`src/rtl/seg7_scan_driver.sv`:
```
// seg7_scan_driver
// Drives a 4-digit, common-anode, multiplexed 7-segment display. A binary
// value (0..9999, larger values clamp to 9999) is captured on a load strobe
// and converted to BCD by an iterative double-dabble engine (one bit per
// clock, 14 clocks). The finished BCD result is copied into the display
// register in one step. The four digits are scanned continuously, each lit
// for REFRESH_DIV clocks.
//
// Ports:
//   clk     system clock, all state on posedge
//   rst_n   asynchronous active-low reset
//   load    1-cycle strobe, value captured when not busy
//   value   14-bit binary value to display
//   dp_en   per-digit decimal point enable (bit0 = rightmost digit)
//   busy    conversion in progress; load ignored while high
//   seg     {g,f,e,d,c,b,a}, active-low
//   dp      decimal point, active-low
//   an      digit enables, active-low one-hot; an[0] = rightmost digit
//
// Configuration macro: SEG7_LEADING_BLANK_EN
//   defined   -> leading-zero digits are blanked (digit 0 never blanked)
//   undefined -> all four numerals always shown
module seg7_scan_driver #(
  parameter int unsigned REFRESH_DIV = 100000
) (
  input  logic        clk,
  input  logic        rst_n,
  input  logic        load,
  input  logic [13:0] value,
  input  logic [3:0]  dp_en,
  output logic        busy,
  output logic [6:0]  seg,
  output logic        dp,
  output logic [3:0]  an
);

  localparam int unsigned CNT_W = $clog2(REFRESH_DIV);

  typedef enum logic {IDLE, SHIFT} state_t;

  state_t           state_q, state_d;
  logic [13:0]      bin_q, bin_d;
  logic [15:0]      bcd_q, bcd_d;
  logic [3:0]       iter_q, iter_d;
  logic [3:0][3:0]  disp_q, disp_d;
  logic [15:0]      adj;

  logic [CNT_W-1:0] cnt_q;
  logic [1:0]       idx_q;
  logic [3:0]       digit;
  logic [6:0]       seg_d;
  logic             blank;

  // Add 3 to every BCD nibble that is 5 or more (double-dabble correction).
  function automatic logic [15:0] add3(input logic [15:0] b);
    logic [15:0] r;
    r = b;
    for (int unsigned i = 0; i < 4; i++) begin
      if (b[i*4 +: 4] >= 4'd5) r[i*4 +: 4] = b[i*4 +: 4] + 4'd3;
    end
    return r;
  endfunction

  // ---------------- conversion FSM ----------------
  always_ff @(posedge clk or negedge rst_n) begin
    if (!rst_n) begin
      state_q <= IDLE;
      bin_q   <= '0;
      bcd_q   <= '0;
      iter_q  <= '0;
      disp_q  <= '0;
    end else begin
      state_q <= state_d;
      bin_q   <= bin_d;
      bcd_q   <= bcd_d;
      iter_q  <= iter_d;
      disp_q  <= disp_d;
    end
  end

  always_comb begin
    state_d = state_q;
    bin_d   = bin_q;
    bcd_d   = bcd_q;
    iter_d  = iter_q;
    disp_d  = disp_q;
    adj     = add3(bcd_q);
    case (state_q)
      IDLE: begin
        if (load) begin
          state_d = SHIFT;
          bin_d   = (value > 14'd9999) ? 14'd9999 : value;
          bcd_d   = '0;
          iter_d  = '0;
        end
      end
      SHIFT: begin
        bcd_d  = {adj[14:0], bin_q[13]};
        bin_d  = {bin_q[12:0], 1'b0};
        iter_d = iter_q + 4'd1;
        // The 14th iteration's result goes straight into the display
        // register, so the display never shows a half-converted value.
        if (iter_q == 4'd13) begin
          state_d = IDLE;
          disp_d  = {adj[14:0], bin_q[13]};
        end
      end
      default: state_d = IDLE;
    endcase
  end

  assign busy = (state_q == SHIFT);

  // ---------------- digit scan ----------------
  assign digit = disp_q[idx_q];

`ifdef SEG7_LEADING_BLANK_EN
  // Digit k (k>0) is a leading zero when it and every digit above it are 0.
  always_comb begin
    blank = 1'b0;
    case (idx_q)
      2'd3: blank = (disp_q[3] == 4'd0);
      2'd2: blank = (disp_q[3] == 4'd0) && (disp_q[2] == 4'd0);
      2'd1: blank = (disp_q[3] == 4'd0) && (disp_q[2] == 4'd0) && (disp_q[1] == 4'd0);
      default: blank = 1'b0;
    endcase
  end
`else
  assign blank = 1'b0;
`endif

  always_comb begin
    seg_d = 7'h7F;
    case (digit)
      4'd0: seg_d = 7'h40;
      4'd1: seg_d = 7'h79;
      4'd2: seg_d = 7'h24;
      4'd3: seg_d = 7'h30;
      4'd4: seg_d = 7'h19;
      4'd5: seg_d = 7'h12;
      4'd6: seg_d = 7'h02;
      4'd7: seg_d = 7'h78;
      4'd8: seg_d = 7'h00;
      4'd9: seg_d = 7'h10;
      default: seg_d = 7'h7F;
    endcase
    if (blank) seg_d = 7'h7F;
  end

  // Outputs are registered from the current index, so they trail an index
  // change by one clock; each digit still stays lit for REFRESH_DIV clocks.
  always_ff @(posedge clk or negedge rst_n) begin
    if (!rst_n) begin
      cnt_q <= '0;
      idx_q <= '0;
      an    <= '1;
      seg   <= '1;
      dp    <= 1'b1;
    end else begin
      if (cnt_q == CNT_W'(REFRESH_DIV - 1)) begin
        cnt_q <= '0;
        idx_q <= idx_q + 2'd1;
      end else begin
        cnt_q <= cnt_q + CNT_W'(1);
      end
      an  <= ~(4'b0001 << idx_q);
      seg <= seg_d;
      dp  <= ~dp_en[idx_q];
    end
  end

endmodule
```
`config.mk`:
```
export PLATFORM = sky130hd
export DESIGN_NAME = seg7_scan_driver
export DESIGN_NICKNAME = d
export VERILOG_FILES = /design/src/rtl/seg7_scan_driver.sv
export SDC_FILE = /design/constraint.sdc
export NUM_CORES = 1
export LEC_CHECK = 0
export CAP_MARGIN = 20
export CORE_MARGIN = 4
export CORE_UTILIZATION = 40
export DETAILED_ROUTE_END_ITERATION = 16
export DONT_BUFFER_PORTS = 1
export PLACE_DENSITY = 0.56
export SYNTH_ARGS = -nofsm -noshare
export SYNTH_HDL_FRONTEND = slang
export SYNTH_SLANG_ARGS = --single-unit
```
`constraint.sdc`:
```
create_clock -name clk -period 5 [get_ports clk]
set_input_delay 0.5 -clock clk [delete_from_list [all_inputs] [get_ports clk]]
set_output_delay 0.5 -clock clk [all_outputs]
set_load 0.05 [all_outputs]
```
# After elaboration in Yosys (flattened, before gate mapping)
# Memories as Yosys holds them, arrays and structs flattened. A register that Yosys moved wholly into a read port is not among the register bits.
# Index checks and enable logic that the tools add are counted.
[classes] n_reduce_logical=2 bitwise_logic=3 n_lt_le_gt_ge=6 muxes=19 multipliers=0 n_div=0 n_addsub=7 eq_ne=3 shift=1
[ops] cell="$pmux W16 S2" n=1
[ops] cell="$mux W14" n=2
[ops] cell="$pmux W14 S2" n=1
[ops] cell="$mux W4" n=5
[ops] cell="$add A17 B1 Y17 const B" n=1
[ops] cell="$eq A17 B17 Y1 const B" n=1
[ops] cell="$mux W17" n=1
[ops] cell="$ge A4 B3 Y1 const B" n=4
[ops] cell="$mux W16" n=1
[ops] cell="$gt A14 B14 Y1 const B" n=1
[ops] cell="$add A4 B2 Y4 const B" n=3
[ops] cell="$bmux W4 S2" n=1
[ops] cell="$pmux W4 S2" n=1
[ops] cell="$add A4 B1 Y4 const B" n=1
[ops] cell="$eq A4 B4 Y1 const B" n=1
[ops] cell="$not A4 Y4" n=1
[ops] cell="$shl A1 B2 Y4 const A" n=1
[ops] cell="$add A3 B2 Y3 const B" n=1
[ops] cell="$lt A2 B3 Y1 const B" n=1
[ops] cell="$mux W1" n=3
[ops] cell="$mux W3" n=1
[ops] cell="$add A2 B1 Y2 const B" n=1
[ops] cell="$bmux W1 S2" n=1
[ops] cell="$ne A2 B2 Y1 const B" n=1
[ops] cell="other kinds (4)" n=5
[totals] romBits=112 input_bits=21 latch_bits=0 ff_bits=75 memories=1 output_inout_bits=13 ramBits=0
[mem_list] memory="(no name shown)" depth=16 width=7 read_ports=1 rd_ports_with_merged_regs=1 wr=0 line_no="134" rtl="case (digit)"

# Logic depth before layout (Yosys ltp)
# Gate-level depths: netlist of run 1.
[logic_depth] word_depth=4 depth_mapped=7 mapped_depth_nobuf=6

# Worst setup path before layout of run 1
# No wires, ideal clock.
[synth_path] path_type="reg-to-reg" startpoint="register cnt_q[0]" endpoint="register idx_q[1]" setup_slack_ps=3103 arrival_time_ps=1772 setup_time_ps=125 stages_incl_launch_ff=7 synth_period_minus_slack_ps=1897 cell_sequence="dfrtp_1 ha_1 and4_1 buf_2 nand2_4 nor4_4 mux2_4"
[synth_via] elab_chain_len=1
[synth_rtl] item="start, declared" line_no="48" rtl="logic [CNT_W-1:0] cnt_q;"
[synth_rtl] item="start signal, assigned" line_no="164" rtl="cnt_q <= cnt_q + CNT_W'(1);"
[synth_rtl] item="$eq A17 B17 Y1" line_no="160" rtl="if (cnt_q == CNT_W'(REFRESH_DIV - 1)) begin"
[synth_rtl] item="end signal, assigned" line_no="162" rtl="idx_q <= idx_q + 2'd1;"
[synth_rtl] item="end, declared" line_no="49" rtl="logic [1:0] idx_q;"
# Every way passes these cells.
# A chain may end at the register's enable or synchronous reset.

# Final worst setup path of run 1
# Same ends and word-level chain as after synthesis.

==> flow_summary.toml, run 1 <==
[outcome]
outcome = "complete, no violations"

[power]
internal_power_mw = 1.55
p_leak_nw = 2.08
p_switching_mw = 0.917
swShare_pct = 37.2
pwr-share-comb_pct = 34.6
power_frac_seq_pct = 46.5
ir_worst_vdd_v = 0.000258
clock_power_share_pct = 18.9
p_per_area_mw_per_mm2 = 544

[critical_path]
r2r_start = "cnt_q[0]"
start_kind = "flip-flop"
critical_path_class = "reg2reg"
crit_path_max_fanout = 10
r2r_end = "idx_q[1]"
required_ps = 5230
crit_arrival_ps = 2410
end_kind = "flip-flop"
rr_worst_depth = 5
regToRegSetupSlack_ps = 2820

[final_layout]
fin_nets = 432
final_area_mm2 = 0.00453
syn_to_final_growth_pct = 8.22
drive_gt1_share_pct = 12.2
seqCellArea_mm2 = 0.00207
num_antenna_cells = 0
fillers = 1012
multiInputGateArea_mm2 = 0.00198

[die]
core_mm2 = 0.0103
die_h_um = 110
core.rowCount = 37
die_x_um = 110
die-area_mm2 = 0.0122
start_util_pct = 40.7
io_pins = 34

[global_routing]
grt_pass1_vias = 2706
grt-ovfl-total = 0
antenna_found_initial = 0
grt_usage_pct = 13.4
grt_pass1_wl_um = 12800
grt_max_degree = 83

[routing]
drt-vias-per-instance = 5.05
drt_first_iter_violations = 122
finalWirelength_um = 7390
drc_errors = 0
vias = 2680
ant_nets = 0
post_drt_wl_per_cell_um = 13.9
drtPass1Iterations = 4

[sta]
final-hold-violation-count = 0
finalClockSkew_ps = 12.7
finalCritPeriodShare_pct = 43.6
max_slew_margin_pct = 50.0
setup_tns_ps = 0
setup_violations = 0
fmax_ghz = 0.459
rsz0062_at_grt = "no"
tightest_slew_ps = 750
post-route-min-period_ps = 2180
slew_violations = 0

[clock_network]
cts_buffers = 9
ctsLongestPathBuffers = 2
clkSlewWorstSetupHoldPaths_ps = 80
cts_tree = "done"
clkSinkCount = 82
cts_resized = 0
cts-root-buf = "clkbuf_8"
clk_latency_ps = 340
cts-htree-levels = 3

[flow_run]
drv_cap = 0

[synthesis]
ys_async_sr_fraction_pct = 100
synthCells = 395
synth_warnings = 0
synth-seq-cells = 82
yosysSeqAreaShare_pct = 49.4
synth_edf_count = 0
synth.net_count = 436
ys.flop_type = "dfrtp_1"
netlist_area_mm2 = 0.00419
ys_types = 42
syn_avg_cell_area_um2 = 10.6

[placed_design]
port_buffers = 0
dpl-instance-area_mm2 = 0.00430
gp_congestion = 0.758
hpwlAfterDp_um = 4900

[worst_hold_path]
hold_path_class = "in2async"
[layout make-up]
class	count	share of cell area (%)
sequential	82	45.7
multi-input combinational	276	43.6
clock buffer	14	4.03
tap	136	3.76
inverter	18	1.49
timing repair buffer	4	1.27
clock inverter	1	0.166
[synth_stat cells (2+ instances only)]
cell      number  area [um^2]
clkbuf_1      16         60.1
nand3_1        7         35.0
mux2i_1       20          200
nor2_1        26         97.6
mux2_2         5         56.3
and3_1         2         12.5
xnor2_1       14          123
mux4_2         5          113
a21o_1         4         30.0
buf_2          2         10.0
nor3_1         2         10.0
nor3b_1       12         90.1
o31ai_1        8         60.1
nor2b_1        8         50.1
nand2b_1      33          206
dfstp_2       12          315
nand4_1        4         25.0
dfrtp_1       70         1750
inv_1         18         67.6
xor2_1         7         61.3
nand2_1       30          113
and4_1         3         26.3
o21ai_0       19         95.1
o31a_1         4         35.0
a21oi_1       28          140
ha_1          20          250
[metal layers]
metal / wire length (um) / global-route usage [%] / vias to the layer above
li1: - / - / 1337
met1: 3730 / 18.6 / 1305
met2: 3280 / 20.7 / 30
met3: 285 / 2.80 / 8
met4: 85 / 4.75 / 0
met5: 0 / 0 / -
[worst max-delay path by stage]
stage | from | endpoint | slack [ps] | cells after the start
4_1_cts | busy | disp_q[10] | 2310 | 3
3_5_place_dp | busy | disp_q[10] | 2300 | 3
2_1_floorplan | cnt_q[0] | idx_q[1] | 3100 | 6
3_3_place_gp | busy | disp_q[10] | 2400 | 3
5_1_grt | cnt_q[0] | idx_q[1] | 2680 | 5
6_report | cnt_q[0] | idx_q[1] | 2820 | 5
[sequential cells by signal, indices dropped and copies added (netlist names)]
signal and count:
idx_q 2, busy 1, bin_q 14, cnt_q 17
iter_q 4, seg 7, dp 1, disp_q 16
bcd_q 16, an 4
[placed cells by master, fill, tap and decap left out, types with 2 or more instances in the layout]
master    count
dfrtp_1      69
nand2b_1     33
nand2_1      30
a21oi_1      28
nor2_1       26
mux2i_1      20
ha_1         20
o21ai_0      19
inv_1        18
xnor2_1      14
clkbuf_8     13
nor3b_1      12
dfstp_2      12
nor2b_1       8
o31ai_1       8
nand3_1       7
xor2_1        7
mux4_2        5
mux2_2        5
nand4_1       4
o31a_1        4
a21o_1        4
and4_1        3
and3_1        2
nor3_1        2
buf_4         2
[what timing repair did]
item                      4_1_cts  5_1_grt
hold endpoints to repair       82        0
buffers inserted                0        0
hold buffers                    1        0
[per-stage QoR]
step	power [mW]	utilization (%)	cells	hold slack, ps	worst slack, ps
CTS	2.51	43.9	530	66.9	2310
finish	2.46	44.1	531	65.7	2820
floorplan	1.83	-	395	204	3100
detailed placement	2.01	41.8	514	209	2300
global placement	1.98	41.7	513	208	2400
global route	2.68	44.1	531	73.7	2680
[logic make-up after synthesis]
group	share of synthesized area, %
fa+ha+maj	5.98
compound gates	9.62
simple gates	18.1
buf+inv	3.41
xor+xnor	4.39
mux	9.17
flops	49.4
[critical path: stages (launching register included)]
cell and delay [ps]:
dfrtp_1 390, ha_1 220, and4_1 410, nand2_4 100, nor4_4 610, mux2_4 350
[power by group through the flow]
stage	clock network, mW	logic (mW)	registers (mW)
2_1_floorplan	0	0.706	1.13
5_1_grt	0.513	0.987	1.18
4_1_cts	0.485	0.870	1.15
3_5_place_dp	0	0.848	1.16
6_report	0.465	0.852	1.15
3_3_place_gp	0	0.825	1.16
Note: power is estimated with default switching activity, not from simulation.
==> inputs of run 2 (changes only) <==
PLACE_DENSITY = 0.58   (was 0.56)
clock period = 2 ns   (was 5 ns; I/O delays follow)
==> run 2 against run 1 <==
The flow now finishes with violations (negative hold slack). Design area rose by 1.7%. Worst setup slack got worse by 2700 ps. Wire length increased by 0.96%. Clock-buffer cell count decreased by 5. Clock skew rose by 1.9 ps. First-iteration DRC count increased by 33%. Register-to-register slack lost 2700 ps. Clock power rose to 3.2 times the previous value. Die area unchanged. Core utilization up 0.74 points.
==> flow_summary.toml, run 2 (synthesis results as in run 1) <==
[global_routing]
antenna_found_initial = 0
grt_pass1_vias = 2727
grt_max_degree = 83
grt-ovfl-total = 0
grt_pass1_wl_um = 13000
grt_usage_pct = 13.5

[final_layout]
drive_gt1_share_pct = 13.7
final_cell_mix = "dfrtp_1, nand2b_1, nand2_1, a21oi_1, nor2_1"
final_common_cell = "dfrtp_1"
final_area_mm2 = 0.00461
fillers = 989
fin_nets = 438
num_antenna_cells = 0
largest_reg_flops = 17
largestRegisters = "cnt_q x17, bcd_q x16, disp_q x16"
top_register = "cnt_q"
syn_to_final_growth_pct = 10.0

[die]
die_x_um = 110
core.rowCount = 37
io_pins = 34
start_util_pct = 40.7
die_h_um = 110
core_mm2 = 0.0103
die-area_mm2 = 0.0122

[clock_network]
cts_buffers = 9
cts-root-buf = "clkbuf_8"
clkSlewWorstSetupHoldPaths_ps = 90
clk_latency_ps = 350
ctsLongestPathBuffers = 2
cts-htree-levels = 3
clkSinkCount = 82
hold_buffers = 1
cts_tree = "done"
postCtsSetupRepairBufs = 0

[routing]
vias = 2701
wl_met3_um = 364
drt-met1-wl_um = 3630
drt-vias-per-instance = 5.02
met2_wirelength_um = 3410
drt_first_iter_violations = 162
drtPass1Iterations = 4
drc_errors = 0
maxUsedRoutingLayer = "met4"
ant_nets = 0
finalWirelength_um = 7460
post_drt_wl_per_cell_um = 13.9

[sta]
finalCritPeriodShare_pct = 94.1
finalClockSkew_ps = 14.6
rsz0062_at_grt = "no"
slew_violations = 0
fmax_ghz = 0.531
fin_hold_ws_ps = -469
final-hold-violation-count = 82
max_slew_margin_pct = 65.5
fin_ws_ps = 118
tightest_slew_ps = 518
setup_tns_ps = 0
post-route-min-period_ps = 1880
setup_violations = 0

[worst_hold_path]
hold_path_class = "in2async"

[placed_design]
port_buffers = 0
dpl-instance-area_mm2 = 0.00435
gp_congestion = 0.828
pre_cts_ws_ps = 115
hpwlAfterDp_um = 5000

[critical_path]
crit_arrival_ps = 2170
required_ps = 2280
start_kind = "flip-flop"
critical_path_class = "reg2reg"
end_kind = "flip-flop"
crit_path_max_fanout = 5

[power]
p_leak_nw = 2.13
p_per_area_mw_per_mm2 = 1400
p_total_mw = 6.46
ir_worst_vdd_v = 0.000545

[outcome]
violations = "negative hold slack"
outcome = "complete, but fails checks"

[flow_run]
drv_cap = 0
-- run 2: per-stage QoR --
| step | util (%) | cells |
|---|---|---|
| final | 44.8 | 538 |
| after global routing | 44.8 | 538 |
| after CTS | 44.8 | 538 |
| after detailed placement | 42.3 | 521 |
| after global placement | 42.3 | 520 |
| after floorplan | - | 395 |
-- run 2: repair_timing --
item / 4_1_cts / 5_1_grt
gates resized for setup: 0 / 0
setup endpoints to repair: 0 / 0
endpoints found under the hold margin: 87 / 82
-- run 2: critical path, stage by stage, from the launching register on --
cell and delay, ps:
dfrtp_1 490, mux4_2 580, ha_1 200, or2_2 280, a21oi_1 190, nor2_1 70
-- run 2: per-layer routing --
| metal | global-route usage (%) | up-vias |
|---|---|---|
| li1 | - | 1351 |
| met1 | 18.8 | 1301 |
| met2 | 20.5 | 45 |
| met3 | 4.54 | 4 |
| met4 | 3.17 | 0 |
| met5 | 0 | - |
-- run 2: power breakdown --
part,switching (mW),internal (mW),leakage (nW),total (mW)
Combinational,1.10,1.01,0.986,2.11
Sequential,0.608,2.27,1.02,2.88
Clock,0.625,0.840,0.124,1.47
Total,2.34,4.12,2.13,6.46
-- run 2: final timing paths --
path	startpoint	end	slack (ps)	cells after the start
setup / recovery	idx_q[0]	seg[0]	120	5
hold / removal	rst_n	idx_q[1]	-470	0
setup reg to reg	idx_q[0]	seg[0]	120	5
hold reg to reg	cnt_q[0]	cnt_q[0]	480	1
max in group asynchronous	rst_n	seg[2]	2250	0
min in group clk	load	bin_q[2]	30	2
-- run 2: cell type report --
type	instances	area (um^2)	area share (%)
clock buffer	9	124	2.69
clock inverter	7	125	2.72
inverter	18	67.6	1.47
multi-input combinational	276	1980	42.9
sequential	82	2070	44.9
tap	136	170	3.69
timing repair buffer	10	75.1	1.63
